==> config.mk <==
export PLATFORM = sky130hd
export DESIGN_NAME = dmem_bridge_flat
export DESIGN_NICKNAME = d
export VERILOG_FILES = /design/src/rtl/dmem_bridge_if.sv /design/src/rtl/dmem_bridge.sv /design/src/flat_wrapper.sv
export SDC_FILE = /design/constraint.sdc
export NUM_CORES = 1
export LEC_CHECK = 0
export ABC_CLOCK_PERIOD_IN_PS = 3900
export CORE_MARGIN = 2
export CORE_UTILIZATION = 25
export CTS_CLUSTER_DIAMETER = 40
export DETAILED_ROUTE_END_ITERATION = 6
export GPL_ROUTABILITY_DRIVEN = 0
export GPL_TIMING_DRIVEN = 0
export HOLD_SLACK_MARGIN = 0.15
export MAX_ROUTING_LAYER = met4
export PLACE_DENSITY = 0.49
export REMOVE_ABC_BUFFERS = 1
export SYNTH_ARGS = -nofsm -noshare
export SYNTH_HDL_FRONTEND = slang
export SYNTH_SLANG_ARGS = --single-unit
==> constraint.sdc <==
create_clock -name clk -period 3.9 [get_ports clk]
set_input_delay 0.78 -clock clk [delete_from_list [all_inputs] [get_ports clk]]
set_output_delay 0.78 -clock clk [all_outputs]
set_load 0.02 [all_outputs]
==> src/rtl/dmem_bridge_if.sv <==
// Data-bus side of the memory bridge: registered request and write
// data toward the memory, with ready/read data coming back.
interface dmem_bridge_if;
  logic        bus_req;
  logic        bus_we;
  logic [31:0] bus_addr;
  logic [31:0] bus_wdata;
  logic        bus_ready;
  logic [31:0] bus_rdata;

  modport master (
    output bus_req, bus_we, bus_addr, bus_wdata,
    input  bus_ready, bus_rdata
  );

  modport slave (
    input  bus_req, bus_we, bus_addr, bus_wdata,
    output bus_ready, bus_rdata
  );
endinterface

==> src/rtl/dmem_bridge.sv <==
// Bridges the single-cycle datapath's data-memory port onto a
// variable-latency req/ready bus, stalling the datapath until the
// access completes and flagging misaligned accesses and timeouts.
module dmem_bridge #(
  parameter int unsigned TIMEOUT  = 255,
  parameter logic [31:0] ERR_DATA = 32'hDEADBEEF
) (
  input  logic        clk,
  input  logic        reset,
  input  logic        memread,
  input  logic        memwrite,
  input  logic [31:0] addr,
  input  logic [31:0] wdata,
  output logic [31:0] rdata,
  output logic        stall,
  output logic        misalign,
  output logic        timeout_err,
  dmem_bridge_if.master bus
);

  typedef enum logic [1:0] {
    ST_IDLE,
    ST_REQ,
    ST_DONE
  } state_t;

  localparam logic [15:0] TIMEOUT_M1 = 16'(TIMEOUT - 1);

  state_t      state_q, state_d;
  logic        req_q, req_d;
  logic        we_q, we_d;
  logic [31:0] addr_q, addr_d;
  logic [31:0] wdata_q, wdata_d;
  logic [31:0] rdata_q, rdata_d;
  logic [15:0] cnt_q, cnt_d;
  logic        terr_q, terr_d;
  logic        misalign_q, misalign_d;
  logic        stall_c;
  logic        access;
  logic        aligned;

  assign access  = memread | memwrite;
  assign aligned = (addr[1:0] == 2'b00);

  // Next-state, bus register updates and combinational stall
  always_comb begin
    state_d    = state_q;
    req_d      = req_q;
    we_d       = we_q;
    addr_d     = addr_q;
    wdata_d    = wdata_q;
    rdata_d    = rdata_q;
    cnt_d      = cnt_q;
    terr_d     = terr_q;
    misalign_d = 1'b0;
    stall_c    = 1'b0;
    unique case (state_q)
      ST_IDLE: begin
        rdata_d = '0;
        if (access) begin
          if (aligned) begin
            stall_c = 1'b1;
            addr_d  = {addr[31:2], 2'b00};
            wdata_d = wdata;
            we_d    = memwrite;
            req_d   = 1'b1;
            cnt_d   = '0;
            state_d = ST_REQ;
          end else begin
            misalign_d = 1'b1;
          end
        end
      end
      ST_REQ: begin
        stall_c = 1'b1;
        // ready takes priority over an expiring timeout in the same cycle
        if (bus.bus_ready) begin
          req_d   = 1'b0;
          rdata_d = we_q ? '0 : bus.bus_rdata;
          state_d = ST_DONE;
        end else if (cnt_q == TIMEOUT_M1) begin
          req_d   = 1'b0;
          terr_d  = 1'b1;
          rdata_d = we_q ? '0 : ERR_DATA;
          state_d = ST_DONE;
        end else begin
          cnt_d = cnt_q + 16'd1;
        end
      end
      ST_DONE: begin
        // rdata holds through DONE and clears on the way back to IDLE
        rdata_d = '0;
        state_d = ST_IDLE;
      end
      default: begin
        state_d = ST_IDLE;
        req_d   = 1'b0;
      end
    endcase
  end

  // State and bus registers with asynchronous active-low reset
  always_ff @(posedge clk or negedge reset) begin
    if (!reset) begin
      state_q    <= ST_IDLE;
      req_q      <= 1'b0;
      we_q       <= 1'b0;
      addr_q     <= '0;
      wdata_q    <= '0;
      rdata_q    <= '0;
      cnt_q      <= '0;
      terr_q     <= 1'b0;
      misalign_q <= 1'b0;
    end else begin
      state_q    <= state_d;
      req_q      <= req_d;
      we_q       <= we_d;
      addr_q     <= addr_d;
      wdata_q    <= wdata_d;
      rdata_q    <= rdata_d;
      cnt_q      <= cnt_d;
      terr_q     <= terr_d;
      misalign_q <= misalign_d;
    end
  end

  // stall is gated by reset so an access presented during reset cannot freeze the PC
  assign stall         = stall_c & reset;
  assign rdata         = rdata_q;
  assign misalign      = misalign_q;
  assign timeout_err   = terr_q;
  assign bus.bus_req   = req_q;
  assign bus.bus_we    = we_q;
  assign bus.bus_addr  = addr_q;
  assign bus.bus_wdata = wdata_q;

endmodule

==> src/flat_wrapper.sv <==
// flat-port wrapper written by rule: the top's interface ports become plain ports
module dmem_bridge_flat 
#(
  parameter int unsigned TIMEOUT  = 255,
  parameter logic [31:0] ERR_DATA = 32'hDEADBEEF
)
  (clk, reset, memread, memwrite, addr, wdata, rdata, stall, misalign, timeout_err, bus_bus_req, bus_bus_we, bus_bus_addr, bus_bus_wdata, bus_bus_ready, bus_bus_rdata);
  dmem_bridge_if bus_i ();
  input  logic clk;
  input  logic reset;
  input  logic memread;
  input  logic memwrite;
  input  logic [31:0] addr;
  input  logic [31:0] wdata;
  output logic [31:0] rdata;
  output logic stall;
  output logic misalign;
  output logic timeout_err;
  output wire logic [$bits(bus_i.bus_req)-1:0] bus_bus_req;
  output wire logic [$bits(bus_i.bus_we)-1:0] bus_bus_we;
  output wire logic [$bits(bus_i.bus_addr)-1:0] bus_bus_addr;
  output wire logic [$bits(bus_i.bus_wdata)-1:0] bus_bus_wdata;
  input wire logic [$bits(bus_i.bus_ready)-1:0] bus_bus_ready;
  input wire logic [$bits(bus_i.bus_rdata)-1:0] bus_bus_rdata;
  assign bus_bus_req = bus_i.bus_req;
  assign bus_bus_we = bus_i.bus_we;
  assign bus_bus_addr = bus_i.bus_addr;
  assign bus_bus_wdata = bus_i.bus_wdata;
  assign bus_i.bus_ready = bus_bus_ready;
  assign bus_i.bus_rdata = bus_bus_rdata;
  dmem_bridge #(.TIMEOUT(TIMEOUT), .ERR_DATA(ERR_DATA)) u_core (.clk(clk), .reset(reset), .memread(memread), .memwrite(memwrite), .addr(addr), .wdata(wdata), .rdata(rdata), .stall(stall), .misalign(misalign), .timeout_err(timeout_err), .bus(bus_i));
endmodule
==> run summary, run 1 <==
Initial Utilization = 25.3%
power share of the clock group = 35.3%
Gate power share = 27.2%
Worst Skew = 4.91 ps
CTS max path bufs = 2
worst-margin pin slew = 1270 ps
largest net degree at the start of global routing = 61
Switching Share = 30.5%
P_sw = 1.29 mW
Highest Signal Layer = met4
sequential area share after synthesis = 59.1%
Post-synth EDFFs = 0
WP data required = 3120 ps
Compound-Gate Fraction of Synth Area = 10.5%
Synth Area in Simple Gates = 25.4%
worst vdd ir = 0.269 mV
leakage power = 3.48 nW
die width = 144 um
metal1 wirelength = 6820 um
WP data arrival = 2770 ps
Seq cells post-synth = 116
largest family of logic cells by synthesized area = simple AND/OR/NAND/NOR gates
TritonCTS clock tree = built
post-synth cell types = 47
GRT Total Usage = 14.8%
Total Power = 4.22 mW
nets@finish = 801
Worst-path clk slew = 50 ps
post-cts hold buffer count = 0
Post-DRT Antenna Nets = 0
Die Y = 144 um
kind of critical path = in -> out
final WL = 14,800 um
slew margin rel. = 14.5%
commonest non-fill, non-tap cell in the layout = nand2_1
adder-cell share of the synthesized area = 0.510%
Seq pwr share = 37.5%
core footprint = 19,400 um2
Ant. Diodes = 0
Max Freq = 0.281 GHz
Fin Hold WS = 344 ps
Slew Limit Fails = 0
PwrDens = 541 nW/um2
HPWL after DPL = 10,200 um
crit-path max FO = 5
Detailed Route Iter0 Violations = 168
clk_lat worst skew = 410 ps
CP Capture Type = output pin
DRT Pass-1 Iters = 4
RSZ-0062 raised after global routing = false
MaxCap Viol Count = 0
Ports = 202
final hold violation count = 0
global-route wire length before repair = 23,100 um
status = completed
ys async rst share = 100%
total grt overflow = 0
Setup violations, final = 0
drt drc = 0
ys flop type = dfrtp_1
Port Buf Inserts = 199
cell area after synthesis = 4910 um2
P&R area growth vs syn = 59.0%
Syn Inst Count = 506
multiplexer share of the synthesized area = 1.02%
routed length per instance = 15.1 um
commonest non-fill, non-tap cells in the layout = 200 x nand2_1, 198 x clkdlybuf4s50_1, 116 x dfrtp_1, 24 x nor2b_1, 23 x o2bb2ai_1
post-layout util = 40.3%
Placement Rows = 51
CTS root buf = clkbuf_16
xor and xnor area share after synthesis = 0%
Avg Inst Size Synth = 9.70 um2
wire length on met2 = 6650 um
antenna violations before repair = 0
Vias/cell = 4.39
# H-tree levels = 4
DIE AREA = 20,800 um2
met3 WL = 1060 um
vias in the first global route = 4,403
CTS sink count = 116
period utilization = 91.1%
Internal = 2.94 mW
cts bufs inserted = 17
Hold Crit Class = in -> async
Tmin final = 3550 ps
layout cell share with drive strength beyond 1 = 6.19%
Vias = 4,286
YS warnings = 0
Worst setup SP type = primary input
==> flip-flops by register name, summed over array words and instances, names as in the netlist <==
name and cells:
u_core.state_q 2, u_core.misalign 1, u_core.bus.bus_we 1, u_core.bus.bus_wdata 32, u_core.bus.bus_req 1, u_core.bus.bus_addr 30
u_core.timeout_err 1, u_core.cnt_q 16, u_core.rdata 32
==> layer usage <==
metal / vias to the layer above / GRT usage [%]
li1: 2070 / -
met1: 2037 / 18.9
met2: 161 / 22.2
met3: 18 / 4.44
met4: 0 / 5.93
met5: - / -
==> layout make-up <==
class	count	area, um2
Tap cell	265	332
Inverter	6	22.5
Fill cell	1965	11600
Sequential cell	116	2900
Timing Repair Buffer	204	2110
Clock inverter	10	108
Multi-Input combinational cell	353	1880
Clock buffer	22	454
==> synthesized netlist by cell type (2+ instances only) <==
| cell type | instances | area share (%) |
|---|---|---|
| o21ai_0 | 6 | 0.61 |
| a22o_1 | 9 | 1.6 |
| and3_1 | 3 | 0.38 |
| a2111oi_0 | 2 | 0.36 |
| ha_1 | 2 | 0.51 |
| nand3_1 | 6 | 0.61 |
| nand2b_1 | 4 | 0.51 |
| o2bb2ai_1 | 23 | 4.1 |
| nor3b_1 | 3 | 0.46 |
| o211ai_1 | 4 | 0.61 |
| and2_1 | 2 | 0.25 |
| o31ai_1 | 3 | 0.46 |
| a21oi_1 | 7 | 0.71 |
| nand4_1 | 3 | 0.38 |
| mux2i_1 | 5 | 1.0 |
| nor3_1 | 3 | 0.31 |
| nor4_1 | 2 | 0.25 |
| or3_1 | 6 | 0.76 |
| buf_4 | 4 | 0.61 |
| buf_2 | 7 | 0.71 |
| nand2_1 | 200 | 15 |
| or4_4 | 2 | 0.46 |
| nand4b_1 | 2 | 0.36 |
| or4_1 | 4 | 0.61 |
| nor2_1 | 8 | 0.61 |
| clkbuf_1 | 20 | 1.5 |
| inv_1 | 6 | 0.46 |
| a31oi_1 | 2 | 0.25 |
| dfrtp_1 | 116 | 59 |
| nor2b_1 | 25 | 3.2 |
==> final timing paths <==
kind / from / end / slack (ps) / depth (start not counted)
min: reset / u_core.rdata[10] / 340 / 1
max in group asynchronous: reset / u_core.rdata[23] / 2850 / 2
min in group clk: u_core.timeout_err / u_core.timeout_err / 460 / 1
max reg2reg: u_core.cnt_q[8] / u_core.rdata[21] / 860 / 4
max: addr[1] / stall / 350 / 5
min reg2reg: u_core.timeout_err / u_core.timeout_err / 460 / 1
==> cell families after synthesis <==
group / after synthesis
simple gates: 278
fa+ha+maj: 2
compound gates: 66
mux: 5
flops: 116
buf+inv: 38
other cells: 1
==> worst max-delay path, cell delays in order <==
cell             delay [ps]
clkdlybuf4s50_1         430
nor4_2                  500
o21ai_4                 210
a21oi_1                 190
clkdlybuf4s50_1         650
==> stage by stage <==
step | TNS (ps) | instances | worst slack [ps] | area, um2
after floorplan | -78530 | 475 | -2330 | 4770
after global placement | -712060 | 939 | -5920 | 7090
after detailed placement | 0 | 944 | 97.0 | 7240
after CTS | 0 | 976 | 91.7 | 7800
after global routing | 0 | 976 | 263 | 7810
final | 0 | 976 | 347 | 7810
==> power by group through the flow <==
stage	clock, mW	sequential [mW]	combinational [mW]
2_1_floorplan	0	1.81	0.290
3_3_place_gp	0	1.59	1.15
3_5_place_dp	0	1.60	1.16
4_1_cts	1.54	1.59	1.17
6_report	1.49	1.58	1.15
5_1_grt	1.61	1.61	1.25
==> timing repair <==
item	CTS	global route
buffers inserted	0	0
gates resized for setup	0	1
setup endpoints to repair	0	1
hold endpoints to repair	0	0
No activity file was read; power rests on OpenSTA's default activity.
==> run 2, diff against run 1 <==
TNS_END_PERCENT = 30   (was unset)
==> results of run 2 <==
Final layout, timing and power as in run 1 (identical DEF).
==> run 3, diff against run 2 <==
CORE_UTILIZATION = 30   (was 25)
PLACE_DENSITY = 0.57   (was 0.49)
SETUP_SLACK_MARGIN = 0.2   (was unset)
==> run summary, run 3 (synthesis gave the netlist of run 1 again) <==
Finished Cell Area = 7840 um2 (was 7810 um2)
die width = 132 um (was 144 um)
total grt overflow = 0 (unchanged)
Filler cells = 1,474 (was 1,965)
Slew Limit Fails = 0 (unchanged)
Setup WS pre-CTS = 97.1 ps (was 97.0 ps)
Ports = 202 (unchanged)
TritonCTS clock tree = built (unchanged)
Initial Utilization = 30.8% (was 25.3%)
post-layout util = 49.2% (was 40.3%)
Max Freq = 0.283 GHz (was 0.281 GHz)
Worst R2R End = u_core.rdata[5] (was u_core.rdata[21])
P&R area growth vs syn = 59.7% (was 59.0%)
slew margin rel. = 13.5% (was 14.5%)
Vias = 4,340 (was 4,286)
post-cts hold buffer count = 0 (unchanged)
cts bufs inserted = 17 (unchanged)
worst-margin pin slew = 1290 ps (was 1270 ps)
Vias/cell = 4.68 (was 4.39)
crit-path max FO = 5 (unchanged)
FF-to-FF setup slack = 850 ps (was 860 ps)
status = completed (unchanged)
commonest non-fill, non-tap cell in the layout = nand2_1 (unchanged)
vias in the first global route = 4,437 (was 4,403)
Tmin final = 3530 ps (was 3550 ps)
global-route wire length before repair = 23,300 um (was 23,100 um)
leakage power = 3.53 nW (was 3.48 nW)
layout cell share with drive strength beyond 1 = 6.75% (was 6.19%)
worst vdd ir = 0.327 mV (was 0.269 mV)
Worst-path clk slew = 60 ps (was 50 ps)
GRT Total Usage = 17.3% (was 14.8%)
Cells after DPL = 895 (was 944)
Total Power = 4.47 mW (was 4.22 mW)
DIE AREA = 17,400 um2 (was 20,800 um2)
Post-DRT Antenna Nets = 0 (unchanged)
drt drc = 0 (unchanged)
Ant. Diodes = 0 (unchanged)
# H-tree levels = 4 (unchanged)
r2r startpoint = u_core.cnt_q[8] (unchanged)
largest net degree at the start of global routing = 69 (was 61)
FF-to-FF path depth = 4 (unchanged)
setup repair bufs after CTS = 0 (unchanged)
antenna violations before repair = 0 (unchanged)
PwrDens = 570 nW/um2 (was 541 nW/um2)
nets@finish = 801 (unchanged)
Hold Crit Class = in -> async (unchanged)
routed length per instance = 15.2 um (was 15.1 um)
Setup violations, final = 0 (unchanged)
post-placement cell area = 7170 um2 (was 7240 um2)
Placement Rows = 46 (was 51)
core footprint = 15,900 um2 (was 19,400 um2)
CTS max path bufs = 2 (unchanged)
Setup TNS = 0 ps (unchanged)
RSZ-0062 raised after global routing = false (unchanged)
MaxCap Viol Count = 0 (unchanged)
kind of critical path = in -> out (unchanged)
final WL = 14,100 um (was 14,800 um)
CTS sink count = 116 (unchanged)
WP data required = 3120 ps (about the same)
commonest non-fill, non-tap cells in the layout = 200 x nand2_1, 198 x clkdlybuf4s50_1, 116 x dfrtp_1, 24 x nor2b_1, 23 x o2bb2ai_1 (unchanged)
Fin Hold WS = 295 ps (was 344 ps)
Port Buf Inserts = 199 (unchanged)
Die Y = 132 um (was 144 um)
clk_lat worst skew = 410 ps (about the same)
Worst setup SP type = primary input (unchanged)
post-route insts no fill = 927 (was 976)
WP data arrival = 2750 ps (was 2770 ps)
final hold violation count = 0 (unchanged)
Worst Skew = 8.70 ps (was 4.91 ps)
CTS root buf = clkbuf_16 (unchanged)
Detailed Route Iter0 Violations = 231 (was 168)
CP Capture Type = output pin (unchanged)
HPWL after DPL = 9860 um (was 10,200 um)
period utilization = 90.5% (was 91.1%)
DRT Pass-1 Iters = 4 (unchanged)
Final WS setup = 372 ps (was 347 ps)
==> run 3: report_power, final <==
group	switching (mW)	internal, mW
Clock	0.561	1.19
Sequential	0.158	1.43
Combinational	0.583	0.555
Total	1.30	3.17
==> run 3: timing repair <==
action | in CTS | in global routing
endpoints found under the setup margin | 1 | 0
gates resized for setup | 1 | 0
hold endpoints to repair | 0 | 0
==> run 3: area by class of cell <==
| type | instances | area, um2 | share of cell area, % |
|---|---|---|---|
| multi-input combinational | 353 | 1880 | 24.0 |
| tap | 216 | 270 | 3.45 |
| sequential | 116 | 2900 | 37.0 |
| clock buffer | 20 | 467 | 5.95 |
| inverter | 6 | 22.5 | 0.287 |
| timing repair buffer | 204 | 2100 | 26.7 |
| clock inverter | 12 | 201 | 2.57 |
==> run 3: layer usage <==
metal	vias to the layer above	routed length [um]	GRT usage (%)
li1	2079	-	-
met3	15	1050	6.00
met5	-	0	-
met2	171	6520	26.4
met1	2075	6350	21.7
met4	0	201	5.37
==> run 3: worst max-delay path by stage <==
stage,from,to,slack [ps],depth (start not counted)
2_1_floorplan,memwrite,stall,-2330,2
3_3_place_gp,memwrite,stall,-5650,4
3_5_place_dp,bus_bus_ready,u_core.cnt_q[15],100,5
4_1_cts,addr[1],stall,370,5
5_1_grt,addr[1],stall,220,5
6_report,addr[1],stall,370,5
==> run 3: worst max-delay path, stage by stage <==
cell             delay [ps]
clkdlybuf4s50_1         430
nor4_2                  490
o21ai_4                 200
a21oi_1                 210
clkdlybuf4s50_1         640
